[src/rtl/alu_pkg.sv]
// alu_pkg: shared definitions for the EX-stage ALU with iterative multiply/divide.
//   - ALU_* : alu_ctrl op-code values
//   - md_state_e : multiply/divide engine states (IDLE / RUN / FIX)
package alu_pkg;

   localparam int unsigned ALU_NOP  = 0;
   localparam int unsigned ALU_ADD  = 1;
   localparam int unsigned ALU_ADDU = 2;
   localparam int unsigned ALU_SUB  = 3;
   localparam int unsigned ALU_SUBU = 4;
   localparam int unsigned ALU_AND  = 5;
   localparam int unsigned ALU_OR   = 6;
   localparam int unsigned ALU_XOR  = 7;
   localparam int unsigned ALU_NOR  = 8;
   localparam int unsigned ALU_SLT  = 9;
   localparam int unsigned ALU_SLTU = 10;
   localparam int unsigned ALU_SLL  = 11;
   localparam int unsigned ALU_SRL  = 12;
   localparam int unsigned ALU_SRA  = 13;
   localparam int unsigned ALU_SLLV = 14;
   localparam int unsigned ALU_SRLV = 15;
   localparam int unsigned ALU_SRAV = 16;
   localparam int unsigned ALU_LUI  = 17;
   localparam int unsigned ALU_MFHI = 18;
   localparam int unsigned ALU_MFLO = 19;
   localparam int unsigned ALU_MTHI = 20;
   localparam int unsigned ALU_MTLO = 21;
   localparam int unsigned ALU_MULT = 22;
   localparam int unsigned ALU_MULTU = 23;
   localparam int unsigned ALU_DIV  = 24;
   localparam int unsigned ALU_DIVU = 25;

   typedef enum logic [1:0] {
      IDLE,
      RUN,
      FIX
   } md_state_e;

endpackage

[src/rtl/muldiv_iter.sv]
// muldiv_iter: radix-2 iterative multiply/divide engine owning the HI/LO registers.
//   clk, reset    : clock, synchronous active-high reset (aborts any operation)
//   start         : launch MULT/DIV with a, b (only honoured while idle)
//   div           : 1 = divide, 0 = multiply
//   sgn           : signed operation
//   wr_hi, wr_lo  : MTHI/MTLO write of a (only honoured while idle)
//   a, b          : operands
//   busy          : operation in progress (RUN or FIX)
//   md_done       : one-cycle pulse after HI/LO are written by a MULT/DIV
//   hi, lo        : architectural HI/LO registers
module muldiv_iter
   import alu_pkg::*;
#(
   parameter int unsigned WIDTH = 32
) (
   input  logic             clk,
   input  logic             reset,
   input  logic             start,
   input  logic             div,
   input  logic             sgn,
   input  logic             wr_hi,
   input  logic             wr_lo,
   input  logic [WIDTH-1:0] a,
   input  logic [WIDTH-1:0] b,
   output logic             busy,
   output logic             md_done,
   output logic [WIDTH-1:0] hi,
   output logic [WIDTH-1:0] lo
);

   localparam int unsigned CNT_W = $clog2(WIDTH);

   md_state_e          state;
   logic [CNT_W-1:0]   cnt;
   // acc: upper product half (multiply) or partial remainder (divide);
   // qr: multiplier shifting out / quotient shifting in.
   logic [WIDTH:0]     acc;
   logic [WIDTH-1:0]   qr;
   logic [WIDTH-1:0]   opnd;
   logic [WIDTH-1:0]   a_keep;
   logic               div_mode;
   logic               neg_q;
   logic               neg_r;
   logic               div_zero;

   logic [WIDTH-1:0]   a_mag;
   logic [WIDTH-1:0]   b_mag;
   logic [WIDTH:0]     add_sum;
   logic [WIDTH:0]     rem_sh;
   logic [WIDTH+1:0]   trial;
   logic [2*WIDTH-1:0] prod;
   logic [2*WIDTH-1:0] prod_fix;
   logic [WIDTH-1:0]   quo_fix;
   logic [WIDTH-1:0]   rem_fix;

   assign a_mag   = (sgn && a[WIDTH-1]) ? -a : a;
   assign b_mag   = (sgn && b[WIDTH-1]) ? -b : b;

   assign add_sum = qr[0] ? acc + {1'b0, opnd} : acc;
   assign rem_sh  = {acc[WIDTH-1:0], qr[WIDTH-1]};
   // Extra top bit so a remainder using bit WIDTH is not mistaken for a borrow.
   assign trial   = {1'b0, rem_sh} - {2'b00, opnd};

   assign prod     = {acc[WIDTH-1:0], qr};
   assign prod_fix = neg_q ? -prod : prod;
   assign quo_fix  = neg_q ? -qr : qr;
   assign rem_fix  = neg_r ? -acc[WIDTH-1:0] : acc[WIDTH-1:0];

   assign busy = (state != IDLE);

   always_ff @(posedge clk) begin
      if (reset) begin
         state    <= IDLE;
         cnt      <= '0;
         acc      <= '0;
         qr       <= '0;
         opnd     <= '0;
         a_keep   <= '0;
         div_mode <= 1'b0;
         neg_q    <= 1'b0;
         neg_r    <= 1'b0;
         div_zero <= 1'b0;
         hi       <= '0;
         lo       <= '0;
         md_done  <= 1'b0;
      end else begin
         md_done <= 1'b0;
         case (state)
            IDLE: begin
               if (start) begin
                  state    <= RUN;
                  cnt      <= '0;
                  acc      <= '0;
                  qr       <= a_mag;
                  opnd     <= b_mag;
                  a_keep   <= a;
                  div_mode <= div;
                  neg_q    <= sgn && (a[WIDTH-1] ^ b[WIDTH-1]);
                  neg_r    <= sgn && a[WIDTH-1];
                  div_zero <= div && (b == '0);
               end else begin
                  if (wr_hi) hi <= a;
                  if (wr_lo) lo <= a;
               end
            end
            RUN: begin
               if (div_mode) begin
                  if (!trial[WIDTH+1]) begin
                     acc <= trial[WIDTH:0];
                     qr  <= {qr[WIDTH-2:0], 1'b1};
                  end else begin
                     acc <= rem_sh;
                     qr  <= {qr[WIDTH-2:0], 1'b0};
                  end
               end else begin
                  acc <= {1'b0, add_sum[WIDTH:1]};
                  qr  <= {add_sum[0], qr[WIDTH-1:1]};
               end
               cnt <= cnt + 1'b1;
               if (cnt == CNT_W'(WIDTH-1)) state <= FIX;
            end
            FIX: begin
               // Divide by zero bypasses sign fix-up: lo all-ones, hi = original a.
               if (div_zero) begin
                  lo <= '1;
                  hi <= a_keep;
               end else if (div_mode) begin
                  lo <= quo_fix;
                  hi <= rem_fix;
               end else begin
                  {hi, lo} <= prod_fix;
               end
               md_done <= 1'b1;
               state   <= IDLE;
            end
            default: state <= IDLE;
         endcase
      end
   end

endmodule

[src/rtl/alu_muldiv.sv]
// alu_muldiv: EX-stage ALU with HI/LO and an iterative multiply/divide engine.
//   clk, reset : clock, synchronous active-high reset
//   alu_ctrl   : op code (alu_pkg ALU_*)
//   a, b       : operands (rs, rt); shamt: immediate shift amount
//   in_valid   : alu_ctrl/a/b valid; in_ready: engine idle (accept = in_valid & in_ready)
//   out, zero, ovf : combinational result, out==0, signed ADD/SUB overflow
//   busy, md_done  : engine running, one-cycle HI/LO-updated pulse
//   hi, lo         : architectural HI/LO
module alu_muldiv
   import alu_pkg::*;
#(
   parameter  int unsigned WIDTH   = 32,
   parameter  int unsigned OP_W    = 5,
   localparam int unsigned SHAMT_W = $clog2(WIDTH)
) (
   input  logic               clk,
   input  logic               reset,
   input  logic [OP_W-1:0]    alu_ctrl,
   input  logic [WIDTH-1:0]   a,
   input  logic [WIDTH-1:0]   b,
   input  logic [SHAMT_W-1:0] shamt,
   input  logic               in_valid,
   output logic               in_ready,
   output logic [WIDTH-1:0]   out,
   output logic               zero,
   output logic               ovf,
   output logic               busy,
   output logic               md_done,
   output logic [WIDTH-1:0]   hi,
   output logic [WIDTH-1:0]   lo
);

   logic [WIDTH-1:0]   sum;
   logic [WIDTH-1:0]   diff;
   logic [SHAMT_W-1:0] vamt;
   logic               slt;
   logic               sltu;
   logic               accept;
   logic               is_md;
   logic               md_div;
   logic               md_sgn;
   logic               wr_hi;
   logic               wr_lo;

   assign sum  = a + b;
   assign diff = a - b;
   assign vamt = a[SHAMT_W-1:0];
   assign slt  = $signed(a) < $signed(b);
   assign sltu = a < b;

   always_comb begin
      out = '0;
      ovf = 1'b0;
      case (alu_ctrl)
         OP_W'(ALU_ADD): begin
            out = sum;
            ovf = (a[WIDTH-1] == b[WIDTH-1]) && (sum[WIDTH-1] != a[WIDTH-1]);
         end
         OP_W'(ALU_ADDU): out = sum;
         OP_W'(ALU_SUB): begin
            out = diff;
            ovf = (a[WIDTH-1] != b[WIDTH-1]) && (diff[WIDTH-1] != a[WIDTH-1]);
         end
         OP_W'(ALU_SUBU): out = diff;
         OP_W'(ALU_AND):  out = a & b;
         OP_W'(ALU_OR):   out = a | b;
         OP_W'(ALU_XOR):  out = a ^ b;
         OP_W'(ALU_NOR):  out = ~(a | b);
         OP_W'(ALU_SLT):  out = {{(WIDTH-1){1'b0}}, slt};
         OP_W'(ALU_SLTU): out = {{(WIDTH-1){1'b0}}, sltu};
         OP_W'(ALU_SLL):  out = b << shamt;
         OP_W'(ALU_SRL):  out = b >> shamt;
         OP_W'(ALU_SRA):  out = $unsigned($signed(b) >>> shamt);
         OP_W'(ALU_SLLV): out = b << vamt;
         OP_W'(ALU_SRLV): out = b >> vamt;
         OP_W'(ALU_SRAV): out = $unsigned($signed(b) >>> vamt);
         OP_W'(ALU_LUI):  out = b << 16;
         OP_W'(ALU_MFHI): out = hi;
         OP_W'(ALU_MFLO): out = lo;
         default:         out = '0;
      endcase
   end

   assign zero     = (out == '0);
   assign in_ready = ~busy;
   assign accept   = in_valid & in_ready;

   assign is_md  = (alu_ctrl >= OP_W'(ALU_MULT)) && (alu_ctrl <= OP_W'(ALU_DIVU));
   assign md_div = (alu_ctrl == OP_W'(ALU_DIV)) || (alu_ctrl == OP_W'(ALU_DIVU));
   assign md_sgn = (alu_ctrl == OP_W'(ALU_MULT)) || (alu_ctrl == OP_W'(ALU_DIV));
   assign wr_hi  = accept && (alu_ctrl == OP_W'(ALU_MTHI));
   assign wr_lo  = accept && (alu_ctrl == OP_W'(ALU_MTLO));

   muldiv_iter #(
      .WIDTH(WIDTH)
   ) u_muldiv (
      .clk    (clk),
      .reset  (reset),
      .start  (accept && is_md),
      .div    (md_div),
      .sgn    (md_sgn),
      .wr_hi  (wr_hi),
      .wr_lo  (wr_lo),
      .a      (a),
      .b      (b),
      .busy   (busy),
      .md_done(md_done),
      .hi     (hi),
      .lo     (lo)
   );

endmodule
[config.mk]
export PLATFORM = sky130hd
export DESIGN_NAME = alu_muldiv
export DESIGN_NICKNAME = d
export VERILOG_FILES = /design/src/rtl/alu_pkg.sv /design/src/rtl/muldiv_iter.sv /design/src/rtl/alu_muldiv.sv
export SDC_FILE = /design/constraint.sdc
export NUM_CORES = 2
export LEC_CHECK = 0
export ABC_AREA = 1
export CAP_MARGIN = 15
export CORE_MARGIN = 4
export CORE_UTILIZATION = 57
export CTS_CLUSTER_SIZE = 8
export DETAILED_ROUTE_END_ITERATION = 16
export PLACE_DENSITY = 0.9
export SETUP_SLACK_MARGIN = 0.02
export SYNTH_ARGS = -nofsm -noshare
export SYNTH_HDL_FRONTEND = slang
export SYNTH_HIERARCHICAL = 1
export SYNTH_SLANG_ARGS = --single-unit
[constraint.sdc]
create_clock -name clk -period 4.8 [get_ports clk]
set_clock_uncertainty 0.1 [all_clocks]
set_input_delay 1.44 -clock clk [delete_from_list [all_inputs] [get_ports clk]]
set_output_delay 1.44 -clock clk [all_outputs]
set_load 0.05 [all_outputs]
==> results summary, run 1 <==
The leading register cell type out of synthesis is dfxtp_1. The share of async-settable or async-resettable flops after synthesis came out at 0%. The aggregate global-route resource usage came out at 94.5%. The count of mapped cells out of synthesis is 6082. The number of buffers added by the clock tree synthesis step is 29. After detailed placement, the design holds a cell count of 7431. The dominant cell type by area after synthesis is nand2_1. The die span in y is 245 um. The placed standard-cell area came out at 39300 um2.

Yosys mapped the design onto 55 distinct sky130hd cell types. The number of hold buffers added after CTS came out at 0. The last weighted congestion value of the routability-driven placer is 1.34. The floorplan die width is 245 um. The number of enable flip-flop cells after synthesis is 0. The sequential area share after synthesis is 12.9%. The sink count of the clock tree is 205.

The row count is 86. The total half-perimeter wirelength after legalization and detailed placement is 130 mm. The boundary pin count came out at 178. The net count after synthesis is 6332.

The total global routing overflow came out at 3047. The global-route wire length before repair came out at 431 mm. The count of input and output buffers is 177.

Ranked by total cell area, the synthesized netlist is headed by nand2_1, nand3_1, dfxtp_1. At the placement stage, the worst setup path has a slack of -1.68 ns. The area share of the largest cell type after synthesis came out at 21.7%. During synthesis, Yosys emitted a total of 6 warnings. The synthesized area is 31900 um2. The average size of a mapped cell is 5.25 um2.

The effective utilization at floorplan is 57.7%. The first error in the log reads "[ERROR GRT-0116] Global routing finished with congestion. Check the congestion regions in the DRC Viewer". The maximum number of pins on one net before global-route repair is 103. The number of global-route vias before repair came out at 64083. The buffer cell driving the clock tree root is clkbuf_16. Progress stopped at 5_1_grt.

The largest buffer count on any clock path is 3. In this run the number of H-tree levels came out at 1. The run stopped with a tool error.

Synthesis inferred 205 register bits.
metal layers:
| layer | track usage (%) | overflow |
|---|---|---|
| met1 | 89.7 | 407 |
| met3 | 87.0 | 292 |
| met4 | 96.6 | 709 |
| met5 | 77.5 | 28 |
| met2 | 107 | 1611 |
cells by family after synthesis:
family	count (synthesis)	share of synthesized area, %
AOI/OAI and AO/OA	1039	18.1
xor gates and xnor gates	51	1.40
adders and majority gates	173	6.88
buffers and inverters	1014	12.7
DFF	205	12.9
and+or+nand+nor	3600	48.1
synth_stat cells (18+ instances only):
master / count
clkbuf_1: 168
a21oi_1: 452
a31oi_1: 24
nor3_1: 57
o21ai_1: 26
xor2_1: 42
o211ai_1: 40
nor2_1: 582
dfxtp_1: 205
nand3b_1: 18
inv_2: 21
nand4_1: 63
nand3_1: 934
buf_2: 54
nand2_1: 1847
o21ai_0: 364
ha_1: 169
inv_1: 723
per-stage QoR:
stage | hold slack [ns] | utilization, %
after floorplan | 0.330 | -
after CTS | 0.357 | 79.1
after detailed placement | 0.347 | 71.1
after global placement | 0.338 | 71.1
timing repair:
item / in CTS
buffers inserted: 117
endpoints found under the setup margin: 34
endpoints found under the hold margin: 0
gates cloned: 6
resized for setup: 998
pin swaps: 255
==> run 2: changes to the inputs <==
--- a/config.mk
+++ b/config.mk
@@ -8,11 +8,9 @@
 export ABC_AREA = 1
 export CAP_MARGIN = 15
 export CORE_MARGIN = 4
-export CORE_UTILIZATION = 57
-export CTS_CLUSTER_SIZE = 8
+export CORE_UTILIZATION = 40
 export DETAILED_ROUTE_END_ITERATION = 16
-export PLACE_DENSITY = 0.9
-export SETUP_SLACK_MARGIN = 0.02
+export PLACE_DENSITY_LB_ADDON = 0.15
 export SYNTH_ARGS = -nofsm -noshare
 export SYNTH_HDL_FRONTEND = slang
 export SYNTH_HIERARCHICAL = 1
==> constraint.sdc (replaced) <==
create_clock -name clk -period 6.25 [get_ports clk]
set_clock_uncertainty 0.1 [all_clocks]
set_input_delay 1.875 -clock clk [delete_from_list [all_inputs] [get_ports clk]]
set_output_delay 1.875 -clock clk [all_outputs]
set_load 0.05 [all_outputs]
==> results summary, run 2 <==
For the pin with the worst max-slew slack, the measured transition is 1.07 ns. The overall die area came out at 84400 um2. In the post-route analysis, the smallest setup slack over all paths is -0.586 ns. The row count came out at 103 (+20%).

The aggregate global-route resource usage came out at 46.5%. The floorplan die width is 290 um (+19%). The total iterations of the first detailed-routing run came out at 9. The tree is rooted in a clkbuf_16.

The worst hold margin is 0.356 ns. The aggregate routed wire length is 211 mm. The worst setup path is of the input pin to output pin kind. Setup repair after global routing could not meet its margin everywhere. The violation count after the first detailed-route iteration is 7046. The critical path starts at b[11].

The number of pins exceeding their max-slew limit in the final report came out at 0. The number of buffers added by the clock tree synthesis step is 20 (-31%). The average size of a mapped cell came out at 5.25 um2 (unchanged). The worst max-slew margin expressed relative to the limit is 28.4%.

The number of hold violations in the final report came out at 0. The count of nets left with antenna violations once routing finished came out at 0. The relative area change from synthesis to final layout came out at 51.2%. The last weighted congestion value of the routability-driven placer is 1.13 (-16%). The total half-perimeter wirelength after legalization and detailed placement is 166 mm (+28%).

In this run the most critical hold path is launched from u_muldiv/a_keep[23]. The overall power of the completed layout came out at 6.74 mW. The worst setup path is launched from an input pin. The yosys synthesis warning count came out at 6 (unchanged). The register with the most flip-flops in the layout has 33 of them. Across all layers, the routed design uses 48729 vias. The count of mapped cells out of synthesis is 6082 (unchanged).

Across the VDD grid, the largest voltage drop is 183 uV. The synthesized area is 31900 um2 (unchanged). The endpoint class of the critical path is an output pin. The clock reaches the later pin of the worst-skew pair after 0.54 ns. The required time of the critical path came out at 4.28 ns.

The largest buffer count on any clock path came to 3 (unchanged). In this run the critical register-to-register path is launched from u_muldiv/state[1]. The library cell used most frequently in the layout, excluding fill and tap cells, is nand2_1. The commonest cells after synthesis are nand2_1, nand3_1, inv_1, nor2_1, a21oi_1. Global routing finished with a remaining overflow of 0. In this run the worst hold path is classified as register to register. The cell with the most instances after synthesis is nand2_1. The cell area power density came out at 140 nW/um2. The DRC violation count after routing came out at 0. The maximum number of pins on one net before global-route repair is 114.

The H-tree level count is 1 (unchanged). The effective utilization at floorplan came to 40.4% (-17 points). In this run the worst path has a maximum fanout of 7. The largest total area in the synthesized netlist belongs to nand2_1. Max-cap violations in this run came to 0. The final reports fail on negative setup slack. The number of setup violations in the final report came out at 29. The average vias per placed instance is 6.03. The leakage power figure is 23.4 nW. The boundary pin count is 178 (unchanged). Counting flops per register, the top entry is u_muldiv/acc.

The number of antenna violations at the first check in global routing is 15. The leading register cell type out of synthesis is dfxtp_1. The net count after synthesis is 6332 (unchanged).

The area share of the largest cell type after synthesis came out at 21.7% (unchanged). The die span in y is 290 um (+19%). The TritonCTS clock tree is built. The library cells used most frequently in the layout, excluding fill and tap cells, are nand2_1, buf_4, nand3_1. The number of global-route vias before repair came to 44170. The reg-to-reg setup timing slack came out at 2.32 ns. The count of input and output buffers was 177 (unchanged).

Of the cells placed in the final design, the portion with a size suffix greater than 1 is 29.8%. The number of enable flip-flop cells after synthesis came to 0 (unchanged). The post-layout minimum cycle time came out at 6.84 ns. The post-route cell area is 48300 um2. The first global-routing pass estimated 296 mm of wire. After clock tree synthesis, the clock-pin slew on the worst setup and hold paths is 0.07 ns. The run finished, with violations left.

The final worst-path cycle share is 109%. The peak clock frequency supported by timing is 0.146 GHz. The post-synthesis cell type count came out at 55 (unchanged).

After detailed routing, the average wire length per cell comes to 26.1 um. The post-synthesis register bit count was 205 (unchanged). The floorplan core area came out at 79000 um2. The share of async-settable or async-resettable flops after synthesis came out at 0% (unchanged). The placed standard-cell area is 40600 um2 (+3.3%).

The worst endpoint data arrival time came out at 4.86 ns. The final layout contains 7260 nets. The filler cells instantiated in the layout total 7837.

By area the synthesized netlist is led by nand2_1, nand3_1, dfxtp_1. The sink count of the clock tree came out at 205 (unchanged). The sequential area share after synthesis came to 12.9% (unchanged).
==> run 2: cell counts after synthesis <==
Identical to the previous run, type by type.
==> run 2: critical path, cell delays in order <==
cell	delay, ns
buf_8	0.08
clkinvlp_4	0.26
ha_4	0.38
buf_4	0.14
nand2_1	0.07
nand2_2	0.07
buf_4	0.15
o21bai_4	0.17
buf_4	0.13
a21oi_2	0.13
nand2_2	0.08
nor2_1	0.09
nor2_1	0.07
nor2_4	0.16
nand2_1	0.06
inv_1	0.07
nand3_2	0.10
nor2_1	0.12
nand2_1	0.07
nor2_1	0.14
nand3_2	0.13
nor2_4	0.15
buf_12	0.14
==> run 2: logic make-up after synthesis <==
logic type,count (synthesis),synth area share [%]
buf+inv,1014,12.7
simple gates,3600,48.1
xor+xnor,51,1.40
flops,205,12.9
fa+ha+maj,173,6.88
compound gates,1039,18.1
==> run 2: path summary, 6_finish.rpt <==
kind / end / depth (start not counted)
max: zero / 23
min: u_muldiv/a_keep[23] / 2
max reg2reg: u_muldiv/lo[6] / 11
min reg2reg: u_muldiv/a_keep[23] / 2
==> run 2: area by class of cell <==
cell class	instances	area, um2	share of cell area, %
Multi-Input combinational cell	4866	28400	58.9
Timing Repair Buffer	1168	10900	22.5
Sequential cell	205	4110	8.52
Inverter	749	2890	5.98
Tap cell	1050	1310	2.72
Clock buffer	29	594	1.23
Clock inverter	7	63.8	0.132
Antenna cell	5	12.5	0.0259
==> run 2: layer usage <==
metal	up-vias	share of wire, %	global-route usage (%)
met4	8	7.5	25.5
met3	754	14	12.8
li1	21789	-	-
met2	3576	40	68.5
met5	-	0.021	0
met1	22602	39	61.2
==> run 2: where the power goes <==
group,leakage (nW),internal (mW),total [mW],switching (mW)
Clock,0.322,0.673,1.29,0.612
Combinational,21.4,1.51,4.03,2.52
Sequential,1.67,1.36,1.43,0.0714
Total,23.4,3.54,6.74,3.21
==> run 2: repair_timing <==
action                                 4_1_cts  5_1_grt
gates cloned                                 8        4
endpoints found under the hold margin        0        0
pin swaps                                  152      200
setup endpoints to repair                   34       34
setup buffers                              121       71
hold buffers                                 0        0
gates resized for setup                    961      667
==> run 2: through the flow <==
| stage | worst slack (ns) | TNS, ns | util [%] | cells |
|---|---|---|---|---|
| final | -0.586 | -3.22 | 61.1 | 8079 |
| after global routing | -0.680 | -4.83 | 61.1 | 8076 |
| after CTS | -0.534 | -4.18 | 57.5 | 8012 |
| after detailed placement | -1.37 | -27.86 | 51.4 | 7859 |
| after global placement | -1.41 | -27.84 | 51.4 | 7859 |
| after floorplan | -0.418 | -0.418 | - | 6082 |
(Power assumes the default switching activity.)
